--- src/rtl/mult_arbiter_pkg.sv ---
// Shared types and helpers for the round-robin multiplier arbiter.
// The round-robin pick works on a vector padded to the widest supported requester count.
package mult_arb_pkg;

  typedef enum logic [1:0] {
    IDLE,
    ISSUE,
    WAIT,
    RESP
  } arb_state_t;

  localparam int DEFAULT_NUM_REQ = 4;
  localparam int DEFAULT_WIDTH   = 64;
  localparam int MAX_REQ         = 8;

  // Returns {found, index} for the first valid requester at or above ptr, wrapping modulo num.
  // Walking the offsets from far to near lets the nearest hit overwrite the others.
  function automatic logic [3:0] rr_pick(input logic [MAX_REQ-1:0] valid,
                                         input logic [2:0] ptr,
                                         input int num);
    logic [3:0] result;
    logic [2:0] idx;
    int pos;
    result = '0;
    for (int k = MAX_REQ - 1; k >= 0; k--) begin
      if (k < num) begin
        pos = (int'(ptr) + k) % num;
        idx = pos[2:0];
        if (valid[idx]) begin
          result = {1'b1, idx};
        end
      end
    end
    return result;
  endfunction

endpackage

--- src/rtl/mult_arbiter_mult.sv ---
// Shared 64-bit multi-cycle multiplier: one radix-16 digit of the multiplier per cycle.
// done rises 16 cycles after start is sampled and stays high until the next start.
module mult (
  input  logic        clock,
  input  logic        reset,
  input  logic [63:0] mcand,
  input  logic [63:0] mplier,
  input  logic        start,
  output logic [63:0] product,
  output logic        done
);

  logic [63:0] a_sh;
  logic [63:0] b_sh;
  logic [63:0] acc;
  logic [63:0] partial;
  logic [4:0]  cnt;

  always_comb begin
    partial = '0;
    for (int k = 0; k < 4; k++) begin
      if (b_sh[k]) begin
        partial = partial + (a_sh << k);
      end
    end
  end

  always_ff @(posedge clock or posedge reset) begin
    if (reset) begin
      a_sh <= '0;
      b_sh <= '0;
      acc  <= '0;
      cnt  <= '0;
      done <= 1'b0;
    end else if (start) begin
      a_sh <= mcand;
      b_sh <= mplier;
      acc  <= '0;
      cnt  <= 5'd16;
      done <= 1'b0;
    end else if (cnt != 5'd0) begin
      acc  <= acc + partial;
      a_sh <= a_sh << 4;
      b_sh <= b_sh >> 4;
      cnt  <= cnt - 5'd1;
      if (cnt == 5'd1) begin
        done <= 1'b1;
      end
    end
  end

  assign product = acc;

endmodule

--- src/rtl/mult_arbiter.sv ---
// Round-robin controller sharing one multi-cycle mult unit among NUM_REQ requesters.
// The shared mult is fixed at 64 bits, so WIDTH must stay 64 while it is instantiated.
module mult_arbiter
  import mult_arb_pkg::*;
#(
  parameter int NUM_REQ = DEFAULT_NUM_REQ,
  parameter int WIDTH   = DEFAULT_WIDTH
) (
  input  logic                     clock,
  input  logic                     reset,
  input  logic [NUM_REQ-1:0]       req_valid,
  input  logic [NUM_REQ*WIDTH-1:0] req_mcand,
  input  logic [NUM_REQ*WIDTH-1:0] req_mplier,
  output logic [NUM_REQ-1:0]       req_ready,
  output logic [NUM_REQ-1:0]       resp_valid,
  output logic [WIDTH-1:0]         resp_product,
  input  logic [NUM_REQ-1:0]       resp_ready,
  output logic                     busy,
  output logic [31:0]              ops_done
);

  localparam int IDX_W = (NUM_REQ > 1) ? $clog2(NUM_REQ) : 1;

  arb_state_t state, state_next;

  logic [IDX_W-1:0] rr_ptr;
  logic [IDX_W-1:0] owner;
  logic [IDX_W-1:0] grant_idx;
  logic [3:0]       pick;
  logic             grant_found;
  logic             handshake;
  logic             resp_accept;
  logic             wait_first;
  logic [WIDTH-1:0] op_a;
  logic [WIDTH-1:0] op_b;
  logic [WIDTH-1:0] grant_a;
  logic [WIDTH-1:0] grant_b;
  logic [WIDTH-1:0] mult_product;
  logic             mult_start;
  logic             mult_done;

  assign pick        = rr_pick(MAX_REQ'(req_valid), 3'(rr_ptr), NUM_REQ);
  assign grant_found = pick[3];
  assign grant_idx   = IDX_W'(pick[2:0]);
  assign grant_a     = req_mcand[grant_idx*WIDTH +: WIDTH];
  assign grant_b     = req_mplier[grant_idx*WIDTH +: WIDTH];
  assign handshake   = (state == IDLE) && grant_found;
  assign resp_accept = (state == RESP) && resp_ready[owner];
  assign busy        = (state != IDLE);

  always_ff @(posedge clock or negedge reset) begin
    if (!reset) begin
      state <= IDLE;
    end else begin
      state <= state_next;
    end
  end

  // The picked requester's valid is known high, so a grant in IDLE is always a completed handshake.
  always_comb begin
    state_next = state;
    mult_start = 1'b0;
    req_ready  = '0;
    resp_valid = '0;
    case (state)
      IDLE: begin
        if (grant_found) begin
          req_ready[grant_idx] = 1'b1;
          state_next           = ISSUE;
        end
      end
      ISSUE: begin
        mult_start = 1'b1;
        state_next = WAIT;
      end
      WAIT: begin
        if (!wait_first && mult_done) begin
          state_next = RESP;
        end
      end
      RESP: begin
        resp_valid[owner] = 1'b1;
        if (resp_ready[owner]) begin
          state_next = IDLE;
        end
      end
      default: begin
        state_next = IDLE;
      end
    endcase
  end

  // wait_first masks a done level that may be left over from the previous operation.
  always_ff @(posedge clock or negedge reset) begin
    if (!reset) begin
      rr_ptr       <= '0;
      owner        <= '0;
      op_a         <= '0;
      op_b         <= '0;
      wait_first   <= 1'b0;
      resp_product <= '0;
      ops_done     <= '0;
    end else begin
      if (handshake) begin
        op_a   <= grant_a;
        op_b   <= grant_b;
        owner  <= grant_idx;
        rr_ptr <= (grant_idx == IDX_W'(NUM_REQ - 1)) ? '0 : grant_idx + 1'b1;
      end
      wait_first <= (state == ISSUE);
      if ((state == WAIT) && (state_next == RESP)) begin
        resp_product <= mult_product;
      end
      if (resp_accept) begin
        ops_done <= ops_done + 32'd1;
      end
    end
  end

  mult u_mult (
    .clock   (clock),
    .reset   (~reset),
    .mcand   (op_a),
    .mplier  (op_b),
    .start   (mult_start),
    .product (mult_product),
    .done    (mult_done)
  );

endmodule

--- config.mk ---
export PLATFORM = sky130hd
export DESIGN_NAME = mult_arbiter
export DESIGN_NICKNAME = d
export VERILOG_FILES = /design/src/rtl/mult_arbiter_pkg.sv /design/src/rtl/mult_arbiter_mult.sv /design/src/rtl/mult_arbiter.sv
export SDC_FILE = /design/constraint.sdc
export NUM_CORES = 2
export LEC_CHECK = 0
export BUFFER_PORTS_ARGS = -buffer_cell sky130_fd_sc_hd__buf_2
export CAP_MARGIN = 20
export CELL_PAD_IN_SITES_DETAIL_PLACEMENT = 1
export CELL_PAD_IN_SITES_GLOBAL_PLACEMENT = 2
export CORE_ASPECT_RATIO = 0.75
export CORE_MARGIN = 1.5
export CORE_UTILIZATION = 34
export CTS_BUF_LIST = sky130_fd_sc_hd__clkbuf_4 sky130_fd_sc_hd__clkbuf_8
export CTS_CLUSTER_SIZE = 28
export DETAILED_ROUTE_END_ITERATION = 12
export PLACE_DENSITY_LB_ADDON = 0.25
export SLEW_MARGIN = 20
export SYNTH_ARGS = -nofsm -noshare
export SYNTH_HDL_FRONTEND = slang
export SYNTH_SLANG_ARGS = --single-unit
--- constraint.sdc ---
create_clock -name clock -period 12.8 [get_ports clock]
set_clock_uncertainty 0.1 [all_clocks]
set_input_delay 2.56 -clock clock [delete_from_list [all_inputs] [get_ports clock]]
set_output_delay 2.56 -clock clock [all_outputs]
set_load 0.02 [all_outputs]
### After elaboration in Yosys (flattened, before gate mapping)

Index checks and enable logic that the tools add are counted.

* register bits: 429
* output and inout port bits: 105
* logic and storage cells: 100

* add/sub/neg operators: 10
* magnitude comparators: 8
* eq/ne operators: 6
* shift-type cells: 2
* muxes and demuxes: 42
* bitwise logic cells: 3
* reduce and logical (&&, ||, !) cells: 16

Operators by type and width (count)
* $mux W64: 10
* $shiftx A256 B9 Y64: 2
* $add A64 B64 Y64: 4
* $add A32 B1 Y32 const B: 1
* $mux W4: 7
* $lt A3 B4 Y1 const B: 3
* $mux W1: 11
* $mux W5: 2
* $bmux W1 S3: 3
* $eq A2 B2 Y1 const B: 4
* $mux W2: 4
* $pmux W2 S4: 1
* $logic_and A1 B1 Y1: 6
* $lt A2 B3 Y1 const B: 2
* $reduce_bool A2 Y1: 3
* $reduce_or A2 Y1: 3
* $eq A5 B1 Y1 const B: 1
* $reduce_bool A5 Y1: 1
* $sub A5 B1 Y5 const B: 1
* $add A2 B1 Y2 const B: 2
* $add A2 B2 Y2 const B: 2
* $bmux W1 S2: 2
* $demux W1 S2: 2
* $ge A2 B1 Y1 const B: 2
* other kinds (6): 8

### Logic depth before layout (Yosys ltp)

* depth after elaboration: 15
* gate-level depth with buffers: 58
* depth with buffers taken out: 52

### By module

A second synthesis with hierarchy kept.

* cells, all modules: 4658
* area, all modules: 36981.7 µm²

Modules (own cells, without submodules)
* mult: times used 1, cells each 3227, area each 24753.7 µm²
* mult_arbiter: times used 1, cells each 1431, area each 12228.0 µm²

### Worst setup path before layout

OpenSTA, ideal clock, no wires.

* path kind: register -> register
* start: reg u_mult.b_sh[0]
* end: reg u_mult.acc[60] (netlist: u_mult.product[60])
* data arrival time: 10.002 ns
* data required time: 12.572 ns
* setup slack: 2.569 ns
* cell stages (with the launch flop): 56
* path buffers: 6
* cells stage by stage: dfrtp_1 -> buf_2 -> clkbuf_1 -> clkbuf_1 -> clkbuf_1 -> clkbuf_1 -> nand2_1 -> inv_1 -> ha_1 -> inv_1 -> fa_1 -> nor2b_1 -> nor2_1 -> o32a_1 -> a21oi_1 -> a31oi_1 -> xnor2_1 -> mux2_2 -> [... 20 more ...] -> o21bai_1 -> xnor2_1 -> nand2_1 -> o21a_1 -> ha_1 -> clkbuf_1 -> a21o_1 -> a21o_1 -> a21o_1 -> a21o_1 -> a21o_1 -> a21oi_1 -> o21a_1 -> o31ai_1 -> a31o_2 -> a41oi_1 -> mux2i_1 -> nand3_1

* longest elaborated chain between the ends: 10

RTL lines
* from (decl): RTL line mult_arbiter_mult.sv:14 `logic [63:0] b_sh;`
* from (signal assigned): RTL line mult_arbiter_mult.sv:37 `b_sh <= mplier;`
* from (signal assigned): RTL line mult_arbiter_mult.sv:44 `b_sh <= b_sh >> 4;`
* $mux W64 (*): RTL line mult_arbiter_mult.sv:22 `if (b_sh[k]) begin`
* $add A64 B64 Y64: RTL line mult_arbiter_mult.sv:23 `partial = partial + (a_sh << k);`
* $mux W64 (*): RTL line mult_arbiter_mult.sv:22
* $add A64 B64 Y64: RTL line mult_arbiter_mult.sv:23
* $mux W64 (*): RTL line mult_arbiter_mult.sv:22
* $add A64 B64 Y64: RTL line mult_arbiter_mult.sv:23
* $mux W64 (*): RTL line mult_arbiter_mult.sv:22
* $add A64 B64 Y64 (*): RTL line mult_arbiter_mult.sv:42 `acc <= acc + partial;`
* $mux W64 (*): RTL line mult_arbiter_mult.sv:41 `end else if (cnt != 5'd0) begin`
* $mux W64 (*): RTL line mult_arbiter_mult.sv:35 `end else if (start) begin`
* to (signal assigned): RTL line mult_arbiter_mult.sv:42
* to (decl): RTL line mult_arbiter_mult.sv:15 `logic [63:0] acc;`

Every way passes the cells marked *; elsewhere a longest branch is shown, timed or not. The select of a mux whose other input is x is not followed.
A chain may end at the register's enable or synchronous reset.

### Worst setup path in the final report

* start: reg u_mult.a_sh[1]
* end: reg u_mult.acc[63] (netlist: u_mult.product[63])

* longest elaborated chain between the ends: 10

RTL lines
* from (decl): RTL line mult_arbiter_mult.sv:13 `logic [63:0] a_sh;`
* from (signal assigned): RTL line mult_arbiter_mult.sv:36 `a_sh <= mcand;`
* from (signal assigned): RTL line mult_arbiter_mult.sv:43 `a_sh <= a_sh << 4;`
* $mux W64: RTL line mult_arbiter_mult.sv:22
* $add A64 B64 Y64: RTL line mult_arbiter_mult.sv:23
* $mux W64: RTL line mult_arbiter_mult.sv:22
* $add A64 B64 Y64: RTL line mult_arbiter_mult.sv:23
* $mux W64: RTL line mult_arbiter_mult.sv:22
* $add A64 B64 Y64: RTL line mult_arbiter_mult.sv:23
* $mux W64 (*): RTL line mult_arbiter_mult.sv:22
* $add A64 B64 Y64 (*): RTL line mult_arbiter_mult.sv:42
* $mux W64 (*): RTL line mult_arbiter_mult.sv:41
* $mux W64 (*): RTL line mult_arbiter_mult.sv:35

Marked as above.

==> impl_metrics.yaml <==
timing:
  setup_viol: 0
  max_slew_margin_pct: 27.7
  final.setup.tns_ns: 0
  period_share_pct: 94.4
  grt_setup_unrepaired: "false"
  drv_slew: 0
  finalHoldViolations: 0
  fmax_mhz: 82.8
  holdWs_ns: 0.377
  period_minus_slack_ns: 12.08
  worst_slack_ns: 0.717
  worst_pin_slew_ns: 1.08
routing:
  vias_per_cell: 5.40
  drtAntennaViolNets: 0
  drt_iter0_drc: 2206
  wl_met1_mm: 67.5
  wl_met3_mm: 5.62
  dr_total_vias: 38169
  dr.pass1.iters: 7
  wl_per_cell_um: 20.2
  drc: 0
  top_layer: "met4"
  drt_wl_total_mm: 143
  route.met2.wl_mm: 67.7
floorplan:
  initial_core_util_pct: 34.4
  ios: 627
  die_h_um: 291
  core_um2: 110000
  rows: 105
  die_area_um2: 113000
  die_w_um: 387
placement:
  dpl_cell_area_um2: 41700
  dp_hpwl_mm: 110
  io_buffers: 626
  post-place-ws_ns: 1.12
  gp_congestion: 0.934
setup_path:
  rrSetupSlack_ns: 0.72
  start_kind: "flip-flop"
  cp_max_fo: 7
  r2r_cells: 48
  crit_type: "flip-flop to flip-flop"
  path_common_cell: "a21oi_1"
  reg2reg_to: "u_mult.product[63]$_DFFE_PN0P_"
  cpPeakStageDelay_ns: 0.76
  crit_path_end_kind: "flip-flop"
  cpMaxStageDelayCell: "a2111oi_0"
  cp.required_ns: 13.31
  arrival_ns: 12.59
  cp-startpoint: "u_mult.a_sh[1]$_DFFE_PN0P_"
  r2r-start: "u_mult.a_sh[1]$_DFFE_PN0P_"
  crit_end: "u_mult.product[63]$_DFFE_PN0P_"
yosys:
  yosys.area_share.adder_pct: 8.51
  ys_seq_area_share_pct: 28.5
  synth_cell_types: 108
  synth_warnings: 0
  synthFlopType: "dfrtp_1"
  synth_xor_area_share_pct: 5.80
  synthesis.area_um2: 37700
  async_flop_share_pct: 100
  synthMuxAreaShare_pct: 4.92
  syn-instance-count: 5145
  postSynthAreaPerCell_um2: 7.32
  synth_edf_count: 0
  synth_fp_nets: 5920
  ys_ff_latch: 429
  synth-compound-area-share_pct: 23.2
  synth_top_family_by_area: "simple AND/OR/NAND/NOR gates"
  synthSimpleGateAreaFrac_pct: 24.6
layout:
  num-nets-final: 6332
  multi_input_area_um2: 25300
  fillers: 13847
  area.growth.synth_to_final_pct: 15.5
  drive_above_1_share_pct: 17.9
  seqCellArea_um2: 10700
  final_area_um2: 43500
clocking:
  htree_levels: 3
  cts_buffers: 79
  clock_sinks: 429
  clockRootBuffer: "clkbuf_8"
  cts_tree: "done"
  ctsHoldBuffers: 0
  cts_resized: 0
  clock_path_buffers: 3
  clk_latency_ns: 0.71
  cts_setup_buffers: 0
  clk_pin_slew_worst_paths_ns: 0.06
worst_hold_path:
  min_from: "ops_done[31]$_DFFE_PN0P_"
  hold_path_class: "flip-flop to flip-flop"
grt:
  first_global_vias: 39003
  antenna_found_initial: 6
  grt_pass1_wl_mm: 226
  grt_usage_pct: 24.8
  grt_max_degree: 188
  overflow: 0
job:
  cap_violations: 0
run_status:
  status: "completed"
## cell usage in the layout (no fill, tap or decap), types with 6 or more instances in the layout
cell type / count
a21o_1: 156
and3_1: 30
buf_4: 21
nand3_1: 184
and2_1: 64
xnor2_1: 165
or3_1: 13
a221oi_1: 8
a211oi_1: 32
mux2i_1: 24
o21a_1: 24
o21ai_1: 34
nor3_1: 35
inv_1: 111
nor2_1: 710
xor2_1: 82
clkbuf_8: 91
a41oi_1: 10
nand2_1: 976
o211ai_1: 13
nor4_1: 13
ha_1: 249
nor2b_1: 29
o31ai_1: 18
a21oi_1: 363
nand4_1: 66
clkbuf_4: 32
a21boi_0: 18
a31oi_1: 159
or2_2: 9
dfrtp_1: 425
o221ai_1: 6
buf_2: 625
o21bai_1: 49
buf_12: 7
mux2_2: 139
o21ai_0: 429
nand2b_1: 28
o22ai_1: 7
## cell families after synthesis
group / Yosys count
xor gates and xnor gates: 248
AOI/OAI and AO/OA: 1422
adders and majority gates: 254
and+or+nand+nor: 2189
muxes: 166
buffers and inverters: 437
DFF: 429
## synth_stat cells, drive strengths merged (30+ instances only)
| library cell | n | area [um^2] |
|---|---|---|
| and3 | 30 | 188 |
| o21ai | 467 | 2360 |
| buf | 38 | 164 |
| nand3 | 185 | 931 |
| and2 | 65 | 407 |
| ha | 249 | 3120 |
| o21bai | 50 | 387 |
| dfrtp | 429 | 10700 |
| a21o | 157 | 1180 |
| nand2b | 30 | 188 |
| inv | 112 | 420 |
| a31oi | 162 | 1060 |
| nor2 | 711 | 2670 |
| xor2 | 82 | 718 |
| nand2 | 977 | 3670 |
| nand4 | 66 | 413 |
| nor3 | 35 | 175 |
| mux2 | 141 | 1590 |
| clkbuf | 285 | 1070 |
| a21oi | 368 | 1860 |
| xnor2 | 165 | 1450 |
| a211oi | 35 | 278 |
## sequential cells by signal (all words and copies together) (netlist names)
signal / count
u_mult.done: 1
u_mult.a_sh: 64
state: 2
op_b: 64
ops_done: 32
op_a: 64
u_mult.cnt: 5
resp_product: 64
rr_ptr: 2
u_mult.product: 64
wait_first: 1
owner: 2
u_mult.b_sh: 64
## metrics by stage
stage	utilization, %	instances
6_report	39.7	7063
4_1_cts	39.7	7061
3_5_place_dp	38.1	6920
5_1_grt	39.7	7063
3_3_place_gp	38.1	6920
2_1_floorplan	-	5145
## worst max-delay path: cells and delay by family, from the launching register on
kind | cells | cell delay [ns]
fa+ha+maj | 5 | 1.53
xor+xnor | 4 | 0.63
mux | 2 | 0.63
flops | 1 | 0.45
simple gates | 15 | 2.85
buf+inv | 3 | 0.22
compound gates | 19 | 5.57
## worst min-delay path by stage
| stage | endpoint | slack (ns) | cells past startpoint |
|---|---|---|---|
| global route | op_b[37]$_DFFE_PN0P_ | 0.40 | 2 |
| detailed placement | ops_done[31]$_DFFE_PN0P_ | 0.37 | 1 |
| floorplan | u_mult.a_sh[1]$_DFFE_PN0P_ | 0.35 | 2 |
| global placement | ops_done[31]$_DFFE_PN0P_ | 0.36 | 1 |
| CTS | ops_done[31]$_DFFE_PN0P_ | 0.38 | 1 |
| finish | ops_done[31]$_DFFE_PN0P_ | 0.38 | 1 |
## per-layer routing
metal,vias to the layer above,GRT usage (%)
met5,-,0
met2,732,41.8
met4,0,4.52
met3,130,3.18
li1,18781,-
met1,18526,34.1
## layout make-up
class                           instances  area share, %
Antenna cell                            2         0.0115
Clock buffer                          123           3.43
Clock inverter                         18          0.601
Inverter                              114           1.00
Multi-Input combinational cell       4279           58.2
Sequential cell                       429           24.7
Tap cell                             1444           4.15
Timing Repair Buffer                  654           7.91
Power is not shown: default switching activity piles up to over one toggle a cycle in this logic, so the estimate is an artifact.
